[src/rtl/iir_eq_slicer.sv]
// iir_eq_slicer: 2nd-order IIR receive equaliser with threshold slicer (option macro: EQ_DFE_EN adds a 1-tap DFE slicer correction)
// Latency: one cycle from an accepted in_valid sample to out_valid; one sample per cycle
// Backpressure: none; every in_valid cycle is consumed, there is no ready signal
module iir_eq_slicer #(
   parameter int DW = 16,
   parameter int CW = 16,
   parameter int CF = 12,
   parameter int OW = 24
) (
   input  logic                 clk,
   input  logic                 rst_n,
   input  logic                 in_valid,
   input  logic signed [DW-1:0] in_data,
   input  logic                 coef_we,
   input  logic [2:0]           coef_addr,
   input  logic signed [CW-1:0] coef_wdata,
   input  logic                 bypass,
   output logic                 out_valid,
   output logic signed [OW-1:0] out_data,
   output logic                 out_bit,
   output logic                 sat_flag
);

   // Accumulator wide enough for four full-precision products without wrap
   localparam int AW  = OW + CW + 2;
   localparam int OW1 = OW + 1;

   localparam logic signed [CW-1:0] A1_RST  = CW'(5833);
   localparam logic signed [CW-1:0] A2_RST  = CW'(-2048);
   localparam logic signed [CW-1:0] B1_RST  = CW'(29753);
   localparam logic signed [CW-1:0] B2_RST  = CW'(-29442);
   localparam logic signed [CW-1:0] THR_RST = CW'(16196);

   localparam logic signed [OW-1:0] Y_MAX = {1'b0, {(OW-1){1'b1}}};
   localparam logic signed [OW-1:0] Y_MIN = {1'b1, {(OW-1){1'b0}}};

   logic signed [CW-1:0] a1, a2, b1, b2, thr;
   logic signed [DW-1:0] u1, u2;
   logic signed [OW-1:0] y1, y2;

   logic signed [AW-1:0] acc;
   logic signed [AW-1:0] y_full;
   logic [AW-OW:0]       y_top;
   logic                 y_clamped;
   logic signed [OW-1:0] y_sat;
   logic                 slice_bit;
   logic signed [OW-1:0] byp_data;
   logic                 byp_bit;

`ifdef EQ_DFE_EN
   logic signed [CW-1:0] dfe_tap;
   logic                 dfe_prev;
   logic signed [OW1-1:0] y_adj;
`endif

   // Filter arithmetic, saturation and slicer decision for the current history
   always_comb begin
      acc = AW'(a1) * AW'(y1) + AW'(a2) * AW'(y2)
          + AW'(b1) * AW'(u1) + AW'(b2) * AW'(u2);
      // Arithmetic shift floors toward minus infinity, matching the fixed-point rounding intent
      y_full    = acc >>> CF;
      // Value fits in OW bits only when every bit above the OW-1 sign bit is a sign copy
      y_top     = y_full[AW-1:OW-1];
      y_clamped = !((&y_top) || !(|y_top));
      y_sat     = y_full[OW-1:0];
      if (y_clamped) begin
         y_sat = y_full[AW-1] ? Y_MIN : Y_MAX;
      end
`ifdef EQ_DFE_EN
      // Remove the post-cursor ISI contributed by the previous decision
      y_adj     = OW1'(y_sat) - (dfe_prev ? OW1'(dfe_tap) : -OW1'(dfe_tap));
      slice_bit = (y_adj >= OW1'(thr));
`else
      slice_bit = (y_sat >= OW'(thr));
`endif
      byp_data  = OW'(in_data);
      byp_bit   = (byp_data >= OW'(thr));
   end

   // Coefficient and threshold registers; a write lands at the edge it is sampled on
   always_ff @(posedge clk) begin
      if (!rst_n) begin
         a1  <= A1_RST;
         a2  <= A2_RST;
         b1  <= B1_RST;
         b2  <= B2_RST;
         thr <= THR_RST;
`ifdef EQ_DFE_EN
         dfe_tap <= '0;
`endif
      end else if (coef_we) begin
         case (coef_addr)
            3'd0: a1  <= coef_wdata;
            3'd1: a2  <= coef_wdata;
            3'd2: b1  <= coef_wdata;
            3'd3: b2  <= coef_wdata;
            3'd4: thr <= coef_wdata;
`ifdef EQ_DFE_EN
            3'd5: dfe_tap <= coef_wdata;
`endif
            default: ;
         endcase
      end
   end

   // Sample history and output registers; bypass flushes history so the filter restarts clean
   always_ff @(posedge clk) begin
      if (!rst_n) begin
         u1        <= '0;
         u2        <= '0;
         y1        <= '0;
         y2        <= '0;
         out_valid <= 1'b0;
         out_data  <= '0;
         out_bit   <= 1'b0;
         sat_flag  <= 1'b0;
      end else begin
         out_valid <= in_valid;
         sat_flag  <= 1'b0;
         if (in_valid) begin
            if (bypass) begin
               out_data <= byp_data;
               out_bit  <= byp_bit;
               u1       <= '0;
               u2       <= '0;
               y1       <= '0;
               y2       <= '0;
            end else begin
               out_data <= y_sat;
               out_bit  <= slice_bit;
               sat_flag <= y_clamped;
               y2       <= y1;
               y1       <= y_sat;
               u2       <= u1;
               u1       <= in_data;
            end
         end
      end
   end

`ifdef EQ_DFE_EN
   // Previous filtered decision feeding the DFE correction
   always_ff @(posedge clk) begin
      if (!rst_n) begin
         dfe_prev <= 1'b0;
      end else if (in_valid) begin
         dfe_prev <= bypass ? 1'b0 : slice_bit;
      end
   end
`endif

endmodule
[config.mk]
export PLATFORM = sky130hd
export DESIGN_NAME = iir_eq_slicer
export DESIGN_NICKNAME = d
export VERILOG_FILES = /design/src/rtl/iir_eq_slicer.sv
export SDC_FILE = /design/constraint.sdc
export NUM_CORES = 2
export LEC_CHECK = 0
export CORE_MARGIN = 8
export CORE_UTILIZATION = 60
export CTS_CLUSTER_DIAMETER = 50
export DETAILED_ROUTE_END_ITERATION = 8
export MAX_ROUTING_LAYER = met4
export PLACE_DENSITY = 0.77
export REMOVE_ABC_BUFFERS = 1
export SYNTH_ARGS = -nofsm -noshare
export SYNTH_HDL_FRONTEND = slang
export SYNTH_SLANG_ARGS = --single-unit
[constraint.sdc]
create_clock -name clk -period 26.3 [get_ports clk]
set_input_delay 2.63 -clock clk [delete_from_list [all_inputs] [get_ports clk]]
set_output_delay 2.63 -clock clk [all_outputs]
set_load 0.05 [all_outputs]
==> metrics.txt <==
CTS resizes=0; final-report setup violation count=0; met3 usage=0.0475; status=finished, final reports clean; Slew Limit Fails=0; port buffer count=66; first-pass GRT wire length=262 mm; Avg Vias per Cell=5.64; CTS tree=built; Congestion Overflow GR=0; 1st-iter DRT viols=3278; ratio of final minimum period to clock period=0.491; final net count=8037; setup TNS=0 ps; critical path capture point type=flop; Sink Count=187; Main synth FF type=dfxtp_1; TritonCTS buffer count=17; most used cell, CP=fa_1; critical path type=reg2reg; main area contributors after synthesis=fa_1 (54%), inv_1 (11%), ha_1 (6.5%); Startpoint Class=flop; number of global-route vias before repair=46200; top cells by count, synth=inv_1 (1688), fa_1 (1570), nand2_1 (968); YS warnings=0; antenna violations before repair=1; synth unique cells=71; crit path time final=12900 ps; top-area cell type share of the netlist area=0.542; number of fill cells=7996; routability cong.=0.969; met2 global-route usage=0.513; final WL=163 mm; largest net degree at the start of global routing=124; Post-synth EDFFs=0; routed len/inst=22.0 microns; Final HPWL DP=136 mm; Hold Vio Cnt, Final=0; clk_lat worst skew=540 ps; CTS Buffer Depth=2; Post-Syn Area per Cell=9.25 sq um; CP Data Required Time=26670 ps; max cap viols=0; clock slew seen by the registers of the worst setup and hold paths=90 ps; cell area after synthesis=58000 sq um; highest cell delay on the worst timing path=730 ps; detailed-route DRC error count=0; Non-Filler Instances=7415; Post-Place Cells=7381; Die Footprint=107000 sq um; vias=41800; RSZ-0062 raised after global routing=no; Yosys top cell by area=fa_1; die height=327 microns; Routed Antenna Nets=0; chip width=327 microns; I/O pin count=67; share of cells above drive strength 1=0.0212; synthesis-to-finish area growth=3.91%; Yosys reg bits=187; total core area=96300 sq um; max_slew headroom=0.133; Setup Fix Bufs, Post-CTS=0; Async SR Flop Fraction=0; Worst Clk Skew=22.8 ps; slowest CP cell=fa_1; Synth Instances=6270; H-tree level count=4; Clock Tree Root=clkbuf_16; Critical Path AT=13270 ps; Hold Buf Count CTS=0; worst min-delay path class=reg2reg; Top Usage Layer GRT=met2; M1 GR Usage=0.397; sequential area share after synthesis=0.0645; top fanout value on the critical path=49; Highest Clock Rate=0.0775 GHz; gr usage total=0.330; std cell rows=114; top-count cell post-synth=inv_1; Initial Util=0.603; Initial DRT Pass Iterations=8; worst-margin pin slew=1300 ps
[layout by cell type (no fill, tap or decap), types with 10 or more instances in the layout]
cell type,instances
clkbuf_16,17
and2_1,533
o22ai_1,41
buf_4,72
fa_1,1570
nand3_1,47
o31ai_1,14
o211ai_1,23
inv_1,1688
nand2b_1,58
xor2_1,15
a21boi_0,43
nor2_1,55
nand4_1,18
clkdlybuf4s50_1,63
ha_1,303
dfxtp_1,187
nor2b_1,53
o21ai_0,75
a31oi_1,10
a21oi_1,94
nand2_1,968
xnor2_1,33
a21o_1,31
[stage by stage]
stage | util | setup WS [ps] | cell area (sq um) | hold WS [ps]
2_1_floorplan | - | 15210 | 56900 | 443
3_3_place_gp | 0.620 | 13880 | 59700 | 437
6_report | 0.626 | 13400 | 60300 | 464
5_1_grt | 0.626 | 12720 | 60300 | 503
3_5_place_dp | 0.620 | 13590 | 59700 | 447
4_1_cts | 0.626 | 13560 | 60300 | 467
[cells by family after synthesis]
logic type,after synthesis,share of synthesized area
compound gates,389,0.0438
xor+xnor,49,0.00753
fa+ha+maj,1873,0.607
buf+inv,1993,0.130
flops,187,0.0645
mux,6,0.00114
simple gates,1773,0.146
[metal layers]
| metal | share of wire | routed length, microns |
|---|---|---|
| met3 | 0.080 | 13000 |
| met5 | 0 | 0 |
| met4 | 0.093 | 15200 |
| met2 | 0.47 | 77200 |
| met1 | 0.35 | 57700 |
[registers in the layout, summed over array words and instances (netlist names)]
signal	flops
u2	16
sat_flag	1
a1	16
y1	24
out_bit	1
y2	24
b1	16
u1	16
out_data	24
out_valid	1
thr	16
a2	16
b2	16
[area by class of cell]
| cell class | count | area [sq um] | area share |
|---|---|---|---|
| Inverter | 1690 | 6340 | 0.105 |
| Timing Repair Buffer | 138 | 1220 | 0.0202 |
| Multi-Input combinational cell | 4090 | 46800 | 0.776 |
| Clock buffer | 17 | 425 | 0.00706 |
| Antenna cell | 2 | 5.00 | 0.0000830 |
| Sequential cell | 187 | 3740 | 0.0621 |
| Tap cell | 1276 | 1600 | 0.0265 |
| Clock inverter | 15 | 184 | 0.00305 |
[final timing paths]
path / start / endpoint / slack (ps) / cells past startpoint
max: b2[15]$_SDFFE_PN1P_ / out_bit$_SDFFE_PN0P_ / 13400 / 39
min: out_data[4]$_SDFFE_PN0P_ / out_data[4]$_SDFFE_PN0P_ / 460 / 2
max reg2reg: b2[15]$_SDFFE_PN1P_ / out_bit$_SDFFE_PN0P_ / 13400 / 39
min reg2reg: out_data[4]$_SDFFE_PN0P_ / out_data[4]$_SDFFE_PN0P_ / 460 / 2
[worst max-delay path, delay by kind of cell (launching register included)]
kind	cells	cell delay, ps
and+or+nand+nor	6	1470
buffers and inverters	6	900
DFF	1	710
AOI/OAI and AO/OA	12	2530
muxes	3	990
adders and majority gates	12	6120
Power is left out: the tool's default activity adds up to more than one toggle a clock period on the data nets, which glitch-free logic cannot reach.
